<file path="config.mk">
export PLATFORM = sky130hd
export DESIGN_NAME = collision_arbiter
export DESIGN_NICKNAME = d
export VERILOG_FILES = /design/src/rtl/collision_arbiter.sv
export SDC_FILE = /design/constraint.sdc
export NUM_CORES = 1
export LEC_CHECK = 0
export ABC_AREA = 1
export CORE_MARGIN = 2
export CORE_UTILIZATION = 48
export DETAILED_ROUTE_END_ITERATION = 10
export GPL_ROUTABILITY_DRIVEN = 0
export GPL_TIMING_DRIVEN = 0
export PLACE_DENSITY = 0.81
export SETUP_SLACK_MARGIN = 0.05
export SLEW_MARGIN = 20
export SYNTH_ARGS = -nofsm -noshare
export SYNTH_HDL_FRONTEND = slang
export SYNTH_SLANG_ARGS = --single-unit
export TNS_END_PERCENT = 100
</file>
<file path="constraint.sdc">
create_clock -name clk -period 1.41 [get_ports clk]
set_clock_uncertainty 0.05 [all_clocks]
set_input_delay 0.282 -clock clk [delete_from_list [all_inputs] [get_ports clk]]
set_output_delay 0.282 -clock clk [all_outputs]
set_load 0.05 [all_outputs]
</file>
<file path="src/rtl/collision_arbiter.sv">
// rtl/collision_arbiter.sv - frame-level scheduler of collision events for the shared velocity resolver
// Define HOLE_COLLISION_EN to capture/dispatch hole events and run the sunk-ball flags.
module collision_arbiter #(
  parameter int TIMEOUT_CYCLES = 255
) (
  input  logic       clk,
  input  logic       reset,
  input  logic       startOfFrame,
  input  logic       newShot,
  input  logic       whiteBallDR,
  input  logic       redBallDR,
  input  logic       borderDR,
  input  logic [5:0] holeDR,
  output logic       resolveReq,
  output logic       resolveBall,
  output logic [1:0] resolveType,
  input  logic       resolveDone,
  output logic       frameResolved,
  output logic       whiteSunk,
  output logic       redSunk,
  output logic       overrunErr,
  output logic       timeoutErr
);

`ifdef HOLE_COLLISION_EN
  localparam bit HOLE_EN = 1'b1;
`else
  localparam bit HOLE_EN = 1'b0;
`endif

  localparam int CW = $clog2(TIMEOUT_CYCLES + 1);
  localparam logic [CW-1:0] CNT_LAST = CW'(TIMEOUT_CYCLES - 1);
  localparam logic [CW-1:0] CNT_MAX = {CW{1'b1}};

  typedef enum logic [1:0] {IDLE, DISPATCH, WAIT, DONE} state_t;

  state_t          state;
  logic [4:0]      ev;
  logic [4:0]      collect;
  logic [4:0]      pending;
  logic [4:0]      clr;
  logic [2:0]      idx;
  logic [2:0]      pick_idx;
  logic            pick_ball;
  logic [1:0]      pick_type;
  logic [CW-1:0]   cnt;
  logic            hole_hit;
  logic            ev_done;
  logic            ev_timeout;

  assign hole_hit = HOLE_EN & (|holeDR);
  assign ev = {redBallDR & borderDR, whiteBallDR & borderDR, whiteBallDR & redBallDR,
               redBallDR & hole_hit, whiteBallDR & hole_hit};

  assign ev_done    = (state == WAIT) && resolveDone;
  assign ev_timeout = (state == WAIT) && !resolveDone && (cnt == CNT_LAST);

  // Fixed priority: the lowest pending bit is dispatched first.
  always_comb begin
    pick_idx = 3'd0;
    for (int i = 4; i >= 0; i--) begin
      if (pending[i]) pick_idx = 3'(i);
    end
  end

  always_comb begin
    pick_ball = 1'b0;
    pick_type = 2'd0;
    case (pick_idx)
      3'd0:    begin pick_ball = 1'b0; pick_type = 2'd2; end
      3'd1:    begin pick_ball = 1'b1; pick_type = 2'd2; end
      3'd2:    begin pick_ball = 1'b0; pick_type = 2'd1; end
      3'd3:    begin pick_ball = 1'b0; pick_type = 2'd0; end
      3'd4:    begin pick_ball = 1'b1; pick_type = 2'd0; end
      default: begin pick_ball = 1'b0; pick_type = 2'd0; end
    endcase
  end

  always_comb begin
    clr = 5'd0;
    if (ev_done || ev_timeout) clr[idx] = 1'b1;
  end

  always_ff @(posedge clk) begin
    if (reset) begin
      state         <= IDLE;
      collect       <= 5'd0;
      pending       <= 5'd0;
      idx           <= 3'd0;
      cnt           <= '0;
      resolveReq    <= 1'b0;
      resolveBall   <= 1'b0;
      resolveType   <= 2'd0;
      frameResolved <= 1'b0;
      whiteSunk     <= 1'b0;
      redSunk       <= 1'b0;
      overrunErr    <= 1'b0;
      timeoutErr    <= 1'b0;
    end else begin
      collect <= startOfFrame ? ev : (collect | ev);
      pending <= (pending & ~clr) | (startOfFrame ? collect : 5'd0);

      if (startOfFrame && state != IDLE) overrunErr <= 1'b1;

      // A sunk set in the same cycle as newShot takes precedence.
      if (HOLE_EN && ev_done && idx == 3'd0) whiteSunk <= 1'b1;
      else if (newShot)                      whiteSunk <= 1'b0;
      if (HOLE_EN && ev_done && idx == 3'd1) redSunk <= 1'b1;
      else if (newShot)                      redSunk <= 1'b0;

      frameResolved <= 1'b0;

      case (state)
        IDLE: begin
          if (startOfFrame) state <= DISPATCH;
        end
        DISPATCH: begin
          if (pending == 5'd0) begin
            frameResolved <= 1'b1;
            state         <= DONE;
          end else begin
            idx         <= pick_idx;
            resolveBall <= pick_ball;
            resolveType <= pick_type;
            resolveReq  <= 1'b1;
            cnt         <= '0;
            state       <= WAIT;
          end
        end
        WAIT: begin
          if (resolveDone) begin
            resolveReq <= 1'b0;
            state      <= DISPATCH;
          end else if (cnt == CNT_LAST) begin
            resolveReq <= 1'b0;
            timeoutErr <= 1'b1;
            state      <= DISPATCH;
          end else if (cnt != CNT_MAX) begin
            cnt <= cnt + 1'b1;
          end
        end
        DONE: begin
          state <= IDLE;
        end
        default: state <= IDLE;
      endcase
    end
  end

endmodule

</file>
### Yosys cells after proc, flatten, opt, wreduce, memory -nomap -nowiden

Index checks and enable logic that the tools add are counted.

* order comparisons: 2
* muxes and demuxes: 27
* reduce and logical (&&, ||, !) cells: 21
* add/subtract/negate cells: 1
* equality and inequality tests: 14
* bitwise operators: 10

Operator list (number)
* 8-bit 2-to-1 mux: 4
* 8-bit one-hot mux with 2 select lines: 1
* 3-bit 2-to-1 mux: 5
* 5-bit 2-to-1 mux: 3
* 5-bit OR: 2
* 8-bit by 1-bit adder with 8-bit output, second input constant: 1
* 8-bit == test, second input constant: 1
* 2-bit inequality test, second input constant: 4
* 8-bit inequality test, second input constant: 1
* 2-bit one-hot mux with 4 select lines: 1
* 2-bit OR reduction: 4
* 1-bit 2-to-1 mux: 7
* 2-bit 2-to-1 mux: 3
* 3-bit AND reduction: 2
* 5-bit AND: 1
* 1-bit logical AND: 5
* 5-bit logical NOT: 1
* 5-bit NOT: 1
* 5-bit AND reduction: 1
* 2-bit == test, second input constant: 2
* 3-bit by 4-bit < comparator with 1-bit output, second input constant: 1
* 2-bit one-hot mux with 2 select lines: 1
* 2-bit AND reduction: 2
* 2-bit nonzero test: 2
* 15 further kinds: 19

* word-level logic and storage cells: 87
* output and inout port bits: 9
* register bits after elaboration: 30

### Logic depth before layout (Yosys ltp)

Gate-level depths: netlist (run 1).

* word-level depth: 8
* depth in mapped cells: 9
* mapped depth without buffers: 9

### Worst setup path after synthesis (run 1)

No wires, ideal clock.

* kind: reg-to-reg
* start point: register state[0]
* end point: register cnt[3]
* path buffers: 0
* slack: -0.078 ns
* clock period less this slack: 1.488 ns
* data arrival time: 1.370 ns
* stages on the path, launching flop included: 8
* path through: dfxtp_1 inv_1 ha_1 a21boi_4 nand2_1 nor2_2 nand2_1 a21oi_2

* word-level cells in the longest chain between the ends: 3
* elaborated cells on any way between the ends: 9
* those cells by class: eq/ne: 6; mux: 1; reduce/logical: 2

Ends and longest elaborated chain
* start, declared: RTL line 37 `state_t state;`
* start signal, assigned: RTL line 86 `state <= IDLE;`
* start signal, assigned: RTL line 115 `if (startOfFrame) state <= DISPATCH;`
* start signal, assigned: RTL line 120 `state <= DONE;`
* 2-bit == test / 2-bit by 1-bit == test with 1-bit output (equally long branches): RTL line 113 `case (state)`
* 2-bit by 1-bit inequality test with 1-bit output (no line), or another cell as far along
* 5-bit AND reduction (no line)
* end signal, assigned: RTL line 139 `cnt <= cnt + 1'b1;`
* end, declared: RTL line 46 `logic [CW-1:0] cnt;`

Parallel ways exist; a longest one is shown, timed or not.
A chain may end at the register's enable or synchronous reset.

### Final worst setup path (run 1)

* start point: register state[0]
* end point: register cnt[7]

The elaborated chain is that of the path after synthesis.

==> results.ini, run 1 <==
[run_status]
outcome = complete, but fails checks
violations = setup timing

[timing]
period_needed_ns = 1.509
rsz0062_at_grt = true
setup_tns_ns = -0.6816
setup_viol = 8
setup_slack_ns = -0.09914
worst_slew_pin_slew_ns = 0.5971
hold_violations = 0
timing.final.crit_share_pct = 107.0
drv_slew = 0
maxSlewHeadroom_pct = 60.19
hold-worst-slack_ns = 0.4168
clock.fmax_mhz = 662.6

[cts]
cts_sinks = 28
cts_buffer_depth = 2
root_buffer = clkbuf_4
clkTransAtPathRegs_ns = 0.16
clkLatencyLatePin_ns = 0.33
htreeDepth = 1
cts_tree = built
cts_buffers = 3

[drt]
postRouteAntennaNets = 0
wl_per_cell_um = 11.35
finalWirelength_mm = 3.122
drt_iter0_drc = 26
viasPerCell = 4.989
drc_errors = 0
dr.pass1.iters = 4
vias = 1372

[worst_setup_path]
cpMaxStageDelayCell = dfxtp_4
r2r_slack_ns = -0.1
cp.arrival_ns = 1.73
rr_endpoint = cnt[7]
crit_start = state[0]
worstPathCellList = inv_4 -> ha_4 -> a21boi_4 -> nand2_2 -> nor2_4 -> nand2_1 -> a21oi_2
worst-path-max-fanout = 6
r2r-start = state[0]
slowest_delay_ns = 0.40
crit_path_end_kind = register
cp.required_ns = 1.63
crit_type = register to register
r2r_cells = 7
start_kind = register

[yosys]
syn-mean-instance-area_um2 = 7.297
ys_seq_area_share_pct = 36.93
synth_cell_types = 30
syn_area_um2 = 1518
postSynthCellCount = 208
ys_seq_elements = 28
yosysWarnings = 0

[placement]
hpwl_mm = 2.161
pre_cts_ws_ns = -0.2967
port_buffers = 13

[hold_path]
hold_class = register to register
hp-start = resolveReq
worstHoldPathCells = 2
min_to = resolveReq

[global_routing]
grt_pass1_vias = 1224
grt_max_degree = 17
grt_usage_pct = 19.03
overflow = 0
antenna_found_initial = 0
grt_pass1_wl_mm = 5.250

[layout]
syn2layout_area_growth_pct = 21.19
antenna_cells = 0
finish.utilization_pct = 60.74
fin_nets = 253
drive_above_1_share_pct = 25.54

[floorplanning]
coreArea_um2 = 3028
pin_count = 23
die_h_um = 60.23
rows = 20
start_util_pct = 50.12
die_x_um = 60.23
dieArea_um2 = 3628

[power_and_ir_drop]
leakage_nw = 0.6746
ir_worst_vdd_mv = 0.9026
power_w = 0.002296
powerDensity_nw_per_um2 = 1249

[flow_run]
maxCapViolCount = 0

## cells in the final DEF (no fill, tap or decap), types with 3 or more instances in the layout
cell type and count:
a21oi_1 19, a21oi_2 5, buf_2 9, buf_4 6
clkbuf_4 3, clkdlybuf4s50_1 6, dfxtp_1 22, dfxtp_2 4
ha_1 3, inv_1 14, nand2_1 52, nand2_2 7
nand3_1 10, nand4_1 3, nor2_1 21, nor2_4 5
nor3_1 4, o21ai_0 5
## worst max path at each step
stage / to / depth (start not counted)
2_1_floorplan: cnt[3] / 7
3_3_place_gp: cnt[7] / 6
3_5_place_dp: cnt[5] / 6
4_1_cts: cnt[5] / 7
5_1_grt: cnt[7] / 7
6_report: cnt[7] / 7
## final cells by class
cell class	count	area (µm²)
sequential	28	573.1
fill	275	1189
clock buffer	3	22.52
timing repair buffer	18	136.4
clock inverter	1	30.03
multi-input combinational	156	905.9
tap	44	55.05
buffer	7	43.79
inverter	18	72.57
## metal layers
layer | up-vias | share of wire [%] | track usage, % | wire length, µm
met3 | 10 | 2.7 | 2.165 | 83
met4 | 0 | 2.8 | 8.889 | 88
met1 | 618 | 48 | 25.07 | 1496
met2 | 30 | 47 | 30.90 | 1453
li1 | 714 | - | - | -
met5 | - | 0 | 0 | 0
## Yosys cell counts
cell / count / area [µm²]
nand2_2: 3 / 18.77
xnor2_1: 2 / 17.52
ha_1: 7 / 87.58
buf_4: 2 / 15.01
o21bai_1: 1 / 7.510
o21a_1: 1 / 7.510
a21oi_2: 4 / 35.03
o21ai_1: 2 / 10.01
buf_2: 2 / 10.01
nand4_1: 3 / 18.77
xor2_1: 1 / 8.760
a21oi_1: 20 / 100.1
nand3_1: 10 / 50.05
inv_1: 16 / 60.06
nor3_1: 4 / 20.02
nor2_2: 3 / 18.77
inv_2: 2 / 7.510
nor2_4: 3 / 33.78
a31oi_1: 2 / 12.51
buf_6: 1 / 11.26
nand3_4: 1 / 17.52
clkbuf_1: 2 / 7.510
nand4_4: 1 / 21.27
nor2_1: 22 / 82.58
conb_1: 1 / 3.750
nand2_1: 56 / 210.2
nand3_2: 2 / 20.02
o21ai_0: 5 / 25.02
a21boi_4: 1 / 18.77
dfxtp_1: 28 / 560.5
## power by group
part	total (W)	switching [W]	leakage, nW	internal [W]
combinational	0.000861	0.000510	0.416	0.000352
clock	0.000534	0.000246	0.0279	0.000288
sequential	0.000901	0.0000458	0.231	0.000855
total	0.00230	0.000802	0.675	0.00149
## cell families after synthesis
family | after synthesis | share of synthesized area (%)
simple gates | 108 | 33.72
flops | 28 | 36.93
fa+ha+maj | 7 | 5.771
buf+inv | 25 | 7.337
other cells | 1 | 0.2471
compound gates | 36 | 14.26
xor+xnor | 3 | 1.732
## flip-flops by register name, indices dropped and copies added, names as in the netlist
| signal | flops |
|---|---|
| resolveReq | 1 |
| resolveBall | 1 |
| cnt | 8 |
| idx | 3 |
| state | 2 |
| resolveType | 2 |
| pending | 5 |
| overrunErr | 1 |
| collect | 3 |
| timeoutErr | 1 |
| frameResolved | 1 |
## stage by stage
step                      cells  cell area, µm²
after floorplan             209            1534
after global placement      266            1719
after detailed placement    266            1719
after CTS                   274            1805
after global routing        275            1839
final                       275            1839
## repair_timing
| action | CTS | global route |
|---|---|---|
| pin swaps | 12 | 4 |
| endpoints found under the setup margin | 24 | 20 |
| resized for setup | 44 | 10 |
| setup buffers | 4 | 1 |
| hold buffers | 0 | 0 |
## critical path: cells and delay by family, from the launching register on
kind / cells / cell delay (ns)
fa+ha+maj: 1 / 0.24
simple gates: 3 / 0.37
buf+inv: 1 / 0.05
flops: 1 / 0.40
compound gates: 2 / 0.32
(Power assumes the default switching activity.)
==> inputs of run 2 (changes only) <==
GPL_ROUTABILITY_DRIVEN = default   (was 0)
PLACE_DENSITY = default   (was 0.81)
PLACE_DENSITY_LB_ADDON = 0.1   (was default)
==> run 2 against run 1 <==
Compared with the run above: the flow still finishes with violations (setup timing); clock power about the same; highest routed layer unchanged; via count increased by 0.73%; largest cell class unchanged; combinational power increased by 3.3%; die area unchanged; critical path type unchanged.
==> results.ini, run 2 (synthesis results as in run 1) <==
[drt]
drc_errors = 0
vias = 1382
dr.pass1.iters = 5
wl_per_cell_um = 11.64
viasPerCell = 4.971
drt_iter0_drc = 25
finalWirelength_mm = 3.237
postRouteAntennaNets = 0

[power_and_ir_drop]
powerDensity_nw_per_um2 = 1226
switchingPower_w = 0.0008301
ir_worst_vdd_mv = 0.8290
leakage_nw = 0.7039
p_clk_share_pct = 22.9
power_w = 0.002341
comb_power_share_pct = 38.0
switching_share_pct = 35.46
seq_power_share_pct = 39.1
power.internal_w = 0.001511

[run_status]
outcome = complete, but fails checks
violations = setup timing

[layout]
regArea_um2 = 575.6
antenna_cells = 0
drive_above_1_share_pct = 30.34
layout_common_cells = nand2_1 (52), dfxtp_1 (22), nor2_1 (21)
fin_nets = 256
multi_input_area_um2 = 952.2
instances_no_fill = 278
syn2layout_area_growth_pct = 25.80
layout_commonest_cell = nand2_1
reg_top3 = cnt (8), pending (5)
finish.utilization_pct = 63.06
fillers = 274
largest_reg_flops = 8
largest-register = cnt

[timing]
setup_tns_ns = -0.6614
clock.fmax_mhz = 667.2
maxSlewHeadroom_pct = 58.81
period_needed_ns = 1.499
timing.final.crit_share_pct = 106.3
setup_viol = 8
drv_slew = 0
setup_slack_ns = -0.08890
hold_violations = 0
rsz0062_at_grt = true
worst_slew_pin_slew_ns = 0.6178

[global_routing]
grt_usage_pct = 19.54
grt_max_degree = 17
overflow = 0
grt_pass1_wl_mm = 5.306
grt_pass1_vias = 1223
antenna_found_initial = 0

[cts]
htreeDepth = 1
cts_buffer_depth = 2
root_buffer = clkbuf_4
cts_buffers = 3
cts_hold_buf = 0
cts_sinks = 28
clkTransAtPathRegs_ns = 0.15
clkLatencyLatePin_ns = 0.34
cts_tree = built

[placement]
place_inst = 266
hpwl_mm = 2.314
port_buffers = 13
gp_congestion = 0.8044

[flow_run]
maxCapViolCount = 0

[floorplanning]
coreArea_um2 = 3028
pin_count = 23
dieArea_um2 = 3628
die_h_um = 60.23
rows = 20
start_util_pct = 50.12
die_x_um = 60.23

[worst_setup_path]
crit_type = register to register
worst-path-max-fanout = 8
cp.arrival_ns = 1.68
start_kind = register
crit_path_end_kind = register
cp.required_ns = 1.59

[hold_path]
hold_class = register to register

## run 2: changes by cell type in the layout (fill, tap and decap cells not counted), moves of 2 or more
cell | previous run | this run
buf_4 | 6 | 10
nand3_1 | 10 | 6
nand3_2 | 2 | 6
nand2_2 | 7 | 4
nand2_4 | 0 | 3
inv_1 | 14 | 12
## run 2: worst paths after layout
path / start / to / slack (ns) / depth (start not counted)
worst max-delay path: state[1] / cnt[3] / -0.09 / 7
worst min-delay path: resolveReq / resolveReq / 0.40 / 2
worst max register to register: state[1] / cnt[3] / -0.09 / 7
worst min register to register: resolveReq / resolveReq / 0.40 / 2
## run 2: metrics by stage
stage	hold slack (ns)	area, µm²	setup slack, ns
6_report	0.3956	1909	-0.08890
5_1_grt	0.4234	1909	-0.1792
4_1_cts	0.3995	1804	-0.05698
3_5_place_dp	0.3811	1719	-0.2691
3_3_place_gp	0.3803	1719	-0.2586
2_1_floorplan	0.3725	1534	0.02581
## run 2: final cells by class
class	count	area share (%)
Timing Repair Buffer	21	8.126
Tap cell	44	2.883
Multi-Input combinational cell	156	49.87
Clock inverter	1	1.573
Sequential cell	28	30.14
Buffer	7	2.294
Inverter	18	3.932
Clock buffer	3	1.180
## run 2: power by group through the flow
stage	clock, W	sequential, W	combinational [W]
after floorplan	0	0.000964	0.000476
after global placement	0	0.000912	0.000684
after detailed placement	0	0.000915	0.000698
after CTS	0.000554	0.000912	0.000770
after global routing	0.000576	0.000925	0.000971
final	0.000536	0.000915	0.000889
## run 2: repair_timing
item                                    CTS  global route
buffers inserted                          3             5
pin swaps                                 5             7
endpoints found under the setup margin   25            18
resized for setup                        46            21
## run 2: routing by layer
metal	global-route usage (%)	vias up	share of wire, %
met1	26.16	635	48
met2	32.14	23	47
li1	-	719	-
met3	2.597	5	3.0
met4	6.667	0	1.5
met5	0	-	0
## run 2: critical path, stage by stage, from the launching register on
cell	delay, ns
dfxtp_4	0.41
inv_4	0.05
ha_4	0.25
a21boi_4	0.19
buf_4	0.14
nand3_4	0.13
nand2_1	0.11
a21oi_2	0.05
==> inputs of run 3 (changes only) <==
GPL_TIMING_DRIVEN = default   (was 0)
SLEW_MARGIN = 15   (was 20)
==> run 3 against run 2 <==
Compared with the run above: sequential share of layout area is 1.3 points lower; the run still ends with setup timing left; setup slack gained 0.0085 ns; register-to-register slack is essentially flat; critical path type unchanged; first-iteration DRC count increased by 8.0%; clock power down 2%; cell area up 3.3%; highest routed layer unchanged; final cell count fell by 0.36%; core utilization up 2.1 points.
==> results.ini, run 3 (synthesis results as in run 1) <==
[run_status]
outcome = complete, but fails checks
violations = setup timing

[layout]
antenna_cells = 0
syn2layout_area_growth_pct = 29.93
fin_nets = 255
largest_reg_flops = 8
finish.utilization_pct = 65.12
layout_common_cells = nand2_1 (50), dfxtp_1 (23), nor2_1 (22)
layout_commonest_cell = nand2_1
largest-register = cnt
drive_above_1_share_pct = 26.61
reg_top3 = cnt (8), pending (5)

[cts]
cts_buffers = 3
cts_tree = built
cts_sinks = 28
cts_buffer_depth = 2
clkLatencyLatePin_ns = 0.33
root_buffer = clkbuf_4
cts_hold_buf = 0
htreeDepth = 1
clkTransAtPathRegs_ns = 0.15

[global_routing]
grt_pass1_wl_mm = 4.864
overflow = 0
antenna_found_initial = 0
grt_max_degree = 17
grt_pass1_vias = 1181
grt_usage_pct = 17.73

[drt]
drt_iter0_drc = 27
drc_errors = 0
wl_per_cell_um = 11.22
finalWirelength_mm = 3.107
postRouteAntennaNets = 0
viasPerCell = 4.931
vias = 1366
dr.pass1.iters = 4

[timing]
setup_viol = 8
timing.final.crit_share_pct = 105.7
rsz0062_at_grt = true
setup_slack_ns = -0.08043
hold-worst-slack_ns = 0.4293
drv_slew = 0
period_needed_ns = 1.490
clock.fmax_mhz = 670.9
hold_violations = 0

[floorplanning]
coreArea_um2 = 3028
start_util_pct = 50.12
die_x_um = 60.23
dieArea_um2 = 3628
rows = 20
pin_count = 23
die_h_um = 60.23

[power_and_ir_drop]
leakage_nw = 0.7124
powerDensity_nw_per_um2 = 1213
ir_worst_vdd_mv = 0.8711

[worst_setup_path]
cp.arrival_ns = 1.71
worst-path-max-fanout = 6
start_kind = register
cp.required_ns = 1.63
crit_path_end_kind = register
r2r_slack_ns = -0.08
crit_type = register to register

[placement]
gp_congestion = 0.7703
hpwl_mm = 2.238
port_buffers = 13

[flow_run]
maxCapViolCount = 0

[hold_path]
hold_class = register to register

## run 3: critical path, stage by stage (launching register included)
cell	delay (ns)
dfxtp_4	0.40
inv_4	0.05
ha_4	0.25
a21boi_4	0.20
nand2_2	0.08
nor2_4	0.19
nand2_1	0.10
a21oi_2	0.11
## run 3: power by group
part | switching (W) | internal [W] | total [W]
Clock | 0.000239 | 0.000287 | 0.000526
Combinational | 0.000525 | 0.000432 | 0.000956
Sequential | 0.0000567 | 0.000853 | 0.000910
## run 3: metal layers
metal  vias to the layer above  track usage [%]  part of all wire, %  wire length (µm)
met5                         -                0                    0                 0
met2                        22            28.73                   47              1452
met4                         0            6.984                  1.1                33
li1                        716                -                    -                 -
met1                       624            23.78                   50              1550
met3                         4            2.165                  2.3                71
## run 3: layout make-up
class	count	area, µm²
clock buffers	3	22.52
clock inverters	1	30.03
well taps	44	55.05
inverters	18	72.57
multi-input cells	156	913.4
flip-flops and latches	28	569.3
fillers	252	1056
repair buffers	27	309.0
## run 3: path summary, 6_finish.rpt
kind	startpoint	end	depth (start not counted)
setup / recovery	state[0]	cnt[3]	7
setup reg to reg	state[0]	cnt[3]	7
hold / removal	collect[4]	collect[4]	2
hold reg to reg	collect[4]	collect[4]	2
## run 3: timing repair
item | in CTS | in global routing
endpoints found under the setup margin | 13 | 19
pin swaps | 3 | 2
resized for setup | 5 | 13
buffers inserted | 3 | 0
hold endpoints to repair | 0 | 0
## run 3: stage by stage
step / power [W] / setup WS (ns) / cell area, µm² / setup TNS, ns / instances
after floorplan: 0.001440 / 0.02581 / 1534 / 0 / 209
after global placement: 0.001699 / -0.1404 / 1828 / -1.514 / 270
after detailed placement: 0.001723 / -0.1678 / 1828 / -1.656 / 270
after CTS: 0.002336 / -0.02615 / 1926 / -0.1746 / 277
after global routing: 0.002506 / -0.1431 / 1972 / -1.399 / 277
final: 0.002393 / -0.08043 / 1972 / -0.4471 / 277
